$ cat src/rtl/instr_fetch_unit.sv
// Instruction fetch/sequencing for the non-pipelined core: holds the PC, fetches over req/ack, retires on ex_done.
// Latency: 3 edges per instruction with a same-cycle ack; unbounded stalls while waiting on imem_ack or ex_done.
module instr_fetch_unit #(
    parameter int                  PC_WIDTH = 32,
    parameter logic [PC_WIDTH-1:0] RESET_PC = PC_WIDTH'(32'h0000_0000)
) (
    input  logic                clk,
    input  logic                rst_n,
    output logic                imem_req,
    output logic [PC_WIDTH-1:0] imem_addr,
    input  logic                imem_ack,
    input  logic [31:0]         imem_rdata,
    input  logic                jump,
    input  logic                branch,
    input  logic                alu_zero,
    input  logic                ex_done,
    output logic [31:0]         instr,
    output logic [5:0]          opcode,
    output logic                instr_valid,
    output logic [PC_WIDTH-1:0] pc,
    output logic [PC_WIDTH-1:0] pc_plus4,
    output logic [31:0]         instr_count
);

    typedef enum logic [1:0] {IDLE, FETCH, DECODE, EXECUTE} state_t;

    state_t              state, state_nxt;
    logic                start_fetch, fetch_done, retire;
    logic [PC_WIDTH-1:0] next_pc, br_off;

    assign opcode   = instr[31:26];
    assign pc_plus4 = pc + PC_WIDTH'(4);

    always_ff @(posedge clk or negedge rst_n) begin
        if (!rst_n) begin
            state <= IDLE;
        end else begin
            state <= state_nxt;
        end
    end

    always_comb begin
        state_nxt = state;
        case (state)
            IDLE:    state_nxt = FETCH;
            FETCH:   if (imem_ack) state_nxt = DECODE;
            DECODE:  state_nxt = EXECUTE;
            EXECUTE: if (ex_done) state_nxt = FETCH;
            default: state_nxt = IDLE;
        endcase
    end

    always_comb begin
        start_fetch = (state == IDLE);
        fetch_done  = (state == FETCH) && imem_ack;
        retire      = (state == EXECUTE) && ex_done;
    end

    // Control inputs only matter on the retire edge, so next_pc is consumed only there.
    assign br_off = {{(PC_WIDTH-18){instr[15]}}, instr[15:0], 2'b00};

    always_comb begin
        next_pc = pc_plus4;
        if (jump) begin
            next_pc = {pc_plus4[PC_WIDTH-1:28], instr[25:0], 2'b00};
        end else if (branch && alu_zero) begin
            next_pc = pc_plus4 + br_off;
        end
    end

    always_ff @(posedge clk or negedge rst_n) begin
        if (!rst_n) begin
            pc          <= RESET_PC;
            imem_req    <= 1'b0;
            imem_addr   <= RESET_PC;
            instr       <= '0;
            instr_valid <= 1'b0;
            instr_count <= '0;
        end else begin
            if (start_fetch) begin
                imem_req  <= 1'b1;
                imem_addr <= pc;
            end
            if (fetch_done) begin
                instr       <= imem_rdata;
                instr_valid <= 1'b1;
                imem_req    <= 1'b0;
            end
            if (retire) begin
                pc          <= next_pc;
                imem_addr   <= next_pc;
                imem_req    <= 1'b1;
                instr_valid <= 1'b0;
                instr_count <= instr_count + 32'd1;
            end
        end
    end

endmodule

$ cat config.mk
export PLATFORM = sky130hd
export DESIGN_NAME = instr_fetch_unit
export DESIGN_NICKNAME = d
export VERILOG_FILES = /design/src/rtl/instr_fetch_unit.sv
export SDC_FILE = /design/constraint.sdc
export NUM_CORES = 1
export LEC_CHECK = 0
export BUFFER_PORTS_ARGS = -buffer_cell sky130_fd_sc_hd__buf_4
export CORE_ASPECT_RATIO = 2
export CORE_MARGIN = 4
export CORE_UTILIZATION = 40
export CTS_CLUSTER_DIAMETER = 30
export CTS_CLUSTER_SIZE = 30
export DETAILED_ROUTE_END_ITERATION = 10
export PLACE_DENSITY = 0.65
export SYNTH_ARGS = -nofsm -noshare
export SYNTH_HDL_FRONTEND = slang
export SYNTH_SLANG_ARGS = --single-unit
$ cat constraint.sdc
create_clock -name clk -period 6.3 [get_ports clk]
set_clock_uncertainty 0.15 [all_clocks]
set_input_delay 0 -clock clk [delete_from_list [all_inputs] [get_ports clk]]
set_output_delay 0 -clock clk [all_outputs]
set_load 0.005 [all_outputs]
Word-level counts from Yosys, hierarchy flattened
Cells that the tools add are included.
Word-level totals
  bits in registers: 132
  bits in latches: 0
  RAM bits: 0
  bits in read-only memories: 0
  input bits: 39
  output and inout port bits: 168
  logic and storage cells: 35
  memories kept: 0
Cells by class
  add/subtract/negate cells: 3
  multiply operators: 0
  divide/modulo/power cells: 0
  magnitude comparators: 0
  eq/ne operators: 5
  shifts and indexed selects: 0
  mux-type cells: 12
  bitwise logic cells: 0
  reductions and logical operators: 8
Operators with widths (number)
  $mux W32: 4
  $add A32 B1 Y32 const B: 1
  $add A32 B3 Y32 const B: 1
  $add A32 B32 Y32: 1
  $pmux W2 S4: 1
  $mux W1: 5
  $eq A2 B2 Y1 const B: 2
  $mux W2: 2
  $ne A2 B2 Y1 const B: 2
  $reduce_bool A2 Y1: 2
  $logic_and A1 B1 Y1: 3
  $reduce_bool A3 Y1: 1
  $eq A2 B1 Y1 const B: 1
  $logic_not A2 Y1: 1
  $reduce_and A2 Y1: 1

Longest topological paths before layout
  depth after elaboration: 5
  gate-level depth with buffers: 16
  depth with buffers taken out: 14

Worst setup path after synthesis
Ideal clock, no wire load.
  path type: register to register
  start point: reg pc[2]
  end point: reg imem_addr[29]
  setup time: 0.126 ns
  arrival: 3.598 ns
  required time: 6.024 ns
  path slack: 2.427 ns
  cell stages (with the launch flop): 15
  buffers on the path: 1
  clock period less this slack: 3.873 ns
  cell sequence: dfrtp_1 > ha_1 > and4_1 > clkbuf_1 > nand4_1 > xnor2_1 > ha_1 > a21o_1 > a21o_1 > a21o_1 > a221o_1 > a311o_1 > or3_1 > a31oi_1 > o21ai_1
On the way
  cells in the longest elaborated chain, start to end: 5
Ends and longest elaborated chain
  start: declaration: RTL line 20  | output logic [PC_WIDTH-1:0] pc,
  start signal: assignment: RTL line 90  | pc <= next_pc;
  $add A32 B3 Y32: RTL line 32  | assign pc_plus4 = pc + PC_WIDTH'(4);
  named net pc_plus4[18]: RTL line 21  | output logic [PC_WIDTH-1:0] pc_plus4,
  $add A32 B32 Y32: RTL line 67  | next_pc = pc_plus4 + br_off;
  $mux W32: RTL line 66  | end else if (branch && alu_zero) begin
  $mux W32: RTL line 64  | if (jump) begin
  $mux W32: RTL line 89  | if (retire) begin
  end signal: assignment: RTL line 82  | imem_addr <= pc;
  end signal: assignment: RTL line 91  | imem_addr <= next_pc;
  end: declaration: RTL line 10  | output logic [PC_WIDTH-1:0] imem_addr,
The timed path passes the listed nets, and every way through them passes these cells.
A chain may end at the register's enable or synchronous reset.

Final worst setup path
  start point: reg pc[2]
  end point: reg pc[27]
On the way
  cells in the longest elaborated chain, start to end: 4
Ends and longest elaborated chain (RTL line)
  $add A32 B3 Y32 (*): 32
  $add A32 B32 Y32: 67
  $mux W32 (*): 66
  $mux W32 (*): 64
Mark *: on every way between the ends. The rest lies on a longest branch, timed or not.

==> impl_results.md <==
* Status: finished with violations
* Initial Utilization at 0.405
* Final Cycle Share at 0.711
* Post-CTS setup buffer count at 0
* RR Endpoint: pc[27]
* CTS Root Cell: clkbuf_16
* Number of synthesized flops with an enable pin at 0
* Clock power share at 0.163
* Seq pwr share at 0.264
* R2r setup slk at ~1800 ps
* GRT Total Usage at 0.244
* Largest net degree at the start of global routing at 70
* Residual DRC count at 0
* WS Path Type: register to register
* Worst endpoint data arrival time at 4640 ps
* Post-Syn Instances at between 800 and 900
* ANT nets after route at 0
* Chip width at ~110 um
* Psw at between 2000 and 3000 uW
* Peak VDD IR at roughly 0.27 mV
* Die footprint at approximately 23000 sq um
* Final TNS setup at 0 ps
* P_int at about 3300 uW
* WL/cell at 20.1 um
* Number of global-route vias before repair at around 8000
* FP Rows at 74
* Layout Nets at between 1000 and 1500
* Cell Pwr Density at 541 nW/um^2
* CTS Buf Count at 17
* Register-to-Register Path Depth at 13
* Ys flop type: dfrtp_1
* Sequential share of the synthesized area at 0.401
* Unrepaired setup endpoints after global routing: false
* Die Span Y at 211 um
* HPWL after detailed placement at around 21000 um
* Ports at ~210
* CP max stage cell: a211oi_1
* Area Growth Syn to Fin at 32.4%
* Yosys reg bits at around 130
* Required time of the critical path at between 6000 and 7000 ps
* Diode count at 0
* Deepest clock path buffer count at 2
* Routed vias at 7541
* Hold Fails Final Rpt at 1
* H-Tree Depth at 4
* Core Area at between 20000 and 25000 sq um
* Slew at the pin with the worst max-slew slack at approximately 840 ps
* Failing checks: negative hold slack
* Via-to-Cell Ratio at 5.48
* Post-Syn Nets at 956
* Final Max Slew Viols at 0
* Sw frac at 0.436
* Leakage at ~0.005 uW
* Synthesized area per cell at about 9.4 sq um
* Worst-path maximum fanout at 7
* Slew margin rel. at 0.437
* Fmax at 223 MHz
* Gpl congestion at about 1
* Post-synth ARST share at 1.00
* # resized after CTS at 0
* Share of post-route cells with drive strength above 1 at 0.273
* Final hold slack at -0.558 ps
* DRT Wirelength at approximately 28000 um
* CTS tree: yes
* Maxcap violations at 0
* Total clock sinks at 132
* Final setup fails at 0
* Skew-Pair Late Insertion Delay at 440 ps
* I/O Buffers at 206
* Inst Count DP at 1308
* Launch point of the worst reg-to-reg path: pc[2]
* First-pass GRT wire length at between 40000 and 50000 um
* Synthesized area at 8240 sq um
* Clock-pin slew on the worst setup and hold paths at ~60 ps
* Min Tclk post-route at approximately 4500 ps
* Total congestion overflow at 0
* Delay of the slowest cell on the worst path at ~460 ps
* Initial antenna violation count at 0
* First drt pass iteration count at 4
* Hold Path Class: input port to async pin
* Yosys Warn Count at 0
* DR iter-0 viols at 376
* Worst setup SP type: register
* Comb power frac at 0.573
* CP Cell Sequence: ha_1, and4_1, nand4_1, xnor2_1, ha_1, a21oi_1, o21bai_1, a211oi_1, o21a_1, a21oi_1, a211oi_1, mux2i_1, o31ai_1
* Non-filler cells in the finished layout at approximately 1400
* Yosys cell types at between 60 and 70
* Kind of end point of the critical path: register
==> layout make-up <==
class | instances | area [sq um]
clock buffers | 20 | 467
flip-flops and latches | 132 | 3300
multi-input cells | 679 | 4660
inverters | 16 | 60.1
well taps | 266 | 333
fillers | 1911 | 9460
repair buffers | 251 | 1980
clock inverters | 11 | 104
==> power by group through the flow <==
stage               Clock (uW)  Combinational [uW]  Sequential, uW
global placement             0                3340            1560
detailed placement           0                3350            1570
CTS                        983                3390            1560
finish                     960                3380            1560
global route              1020                3730            1610
floorplan                    0                2070            1470
==> metrics by stage <==
| step | hold WS (ps) | total power [uW] | cell area (sq um) | utilization | setup WS (ps) |
|---|---|---|---|---|---|
| final | -0.558 | 5900 | 10900 | 0.535 | 1820 |
| after global routing | 70.9 | 6350 | 10900 | 0.535 | 1490 |
| after CTS | 11.3 | 5940 | 10900 | 0.535 | 1840 |
| after detailed placement | -91.2 | 4930 | 9980 | 0.490 | 1880 |
| after global placement | -91.8 | 4900 | 9980 | 0.490 | 1900 |
| after floorplan | -446 | 3540 | 8240 | - | 2430 |
==> sequential cells by signal, indices dropped and copies added, names as in the netlist <==
name / cells
imem_addr: 32
imem_req: 1
instr: 32
instr_count: 32
instr_valid: 1
pc: 32
state: 2
==> timing repair <==
action,CTS,global route
setup endpoints to repair,0,0
hold buffers,36,0
hold endpoints to repair,111,0
==> worst max-delay path by stage <==
stage	end	slack, ps	from	cells after the start
2_1_floorplan	imem_addr[29]	2430	pc[2]	14
3_3_place_gp	imem_addr[27]	1900	pc[2]	13
3_5_place_dp	pc[27]	1880	pc[2]	13
4_1_cts	pc[27]	1840	pc[2]	13
5_1_grt	pc[27]	1490	pc[2]	13
6_report	pc[27]	1820	pc[2]	13
==> worst max-delay path: cells and delay by family (launching register included) <==
family,cells,cell delay (ps)
compound gates,7,1790
flops,1,440
mux,1,350
xor+xnor,1,320
fa+ha+maj,2,660
simple gates,2,620
==> logic make-up (layout without fill, tap and decap cells) <==
kind of cell             after synthesis  after routing  share of synthesized area
AO/OA/AOI/OAI                        218            218                      0.174
multiplexers                          61             61                     0.0806
XOR/XNOR                              69             69                     0.0733
buffers and inverters                 65            298                     0.0339
AND/OR/NAND/NOR                      290            290                      0.175
flip-flops                           132            132                      0.401
adder cells (fa/ha/maj)               41             41                     0.0632
==> layout by cell type, fill, tap and decap left out, types with 9 or more instances in the layout <==
| cell | count |
|---|---|
| buf_4 | 214 |
| dfrtp_1 | 132 |
| nand2_1 | 94 |
| nor2_1 | 54 |
| xnor2_1 | 48 |
| a21oi_1 | 47 |
| o21ai_0 | 44 |
| mux2_2 | 43 |
| ha_1 | 40 |
| nand3_1 | 37 |
| dlygate4sd3_1 | 36 |
| a21o_1 | 24 |
| a211oi_1 | 23 |
| xor2_1 | 21 |
| nor3_1 | 21 |
| nand4_1 | 19 |
| mux2i_1 | 18 |
| clkbuf_16 | 17 |
| inv_1 | 16 |
| and3_1 | 11 |
| nor2b_1 | 9 |
| o211ai_1 | 9 |
| o21a_1 | 9 |
==> Yosys cell counts (16+ instances only) <==
cell / n / area share
xor2_1: 21 / 0.022
a211oi_1: 23 / 0.021
nand3_1: 37 / 0.022
inv_1: 16 / 0.0073
dfrtp_1: 132 / 0.40
nand4_1: 19 / 0.014
ha_1: 40 / 0.061
a21o_1: 24 / 0.022
clkbuf_1: 29 / 0.013
nor3_1: 21 / 0.013
nor2_1: 54 / 0.025
a21oi_1: 47 / 0.029
mux2i_1: 18 / 0.022
nand2_1: 95 / 0.043
o21ai_0: 44 / 0.027
xnor2_1: 48 / 0.051
mux2_2: 43 / 0.059
==> per-layer routing <==
metal / GRT usage / share of wire
met5: 0 / 0
met4: 0.143 / 0.051
met3: 0.0489 / 0.044
met2: 0.449 / 0.55
met1: 0.247 / 0.35
(Power assumes the default switching activity.)
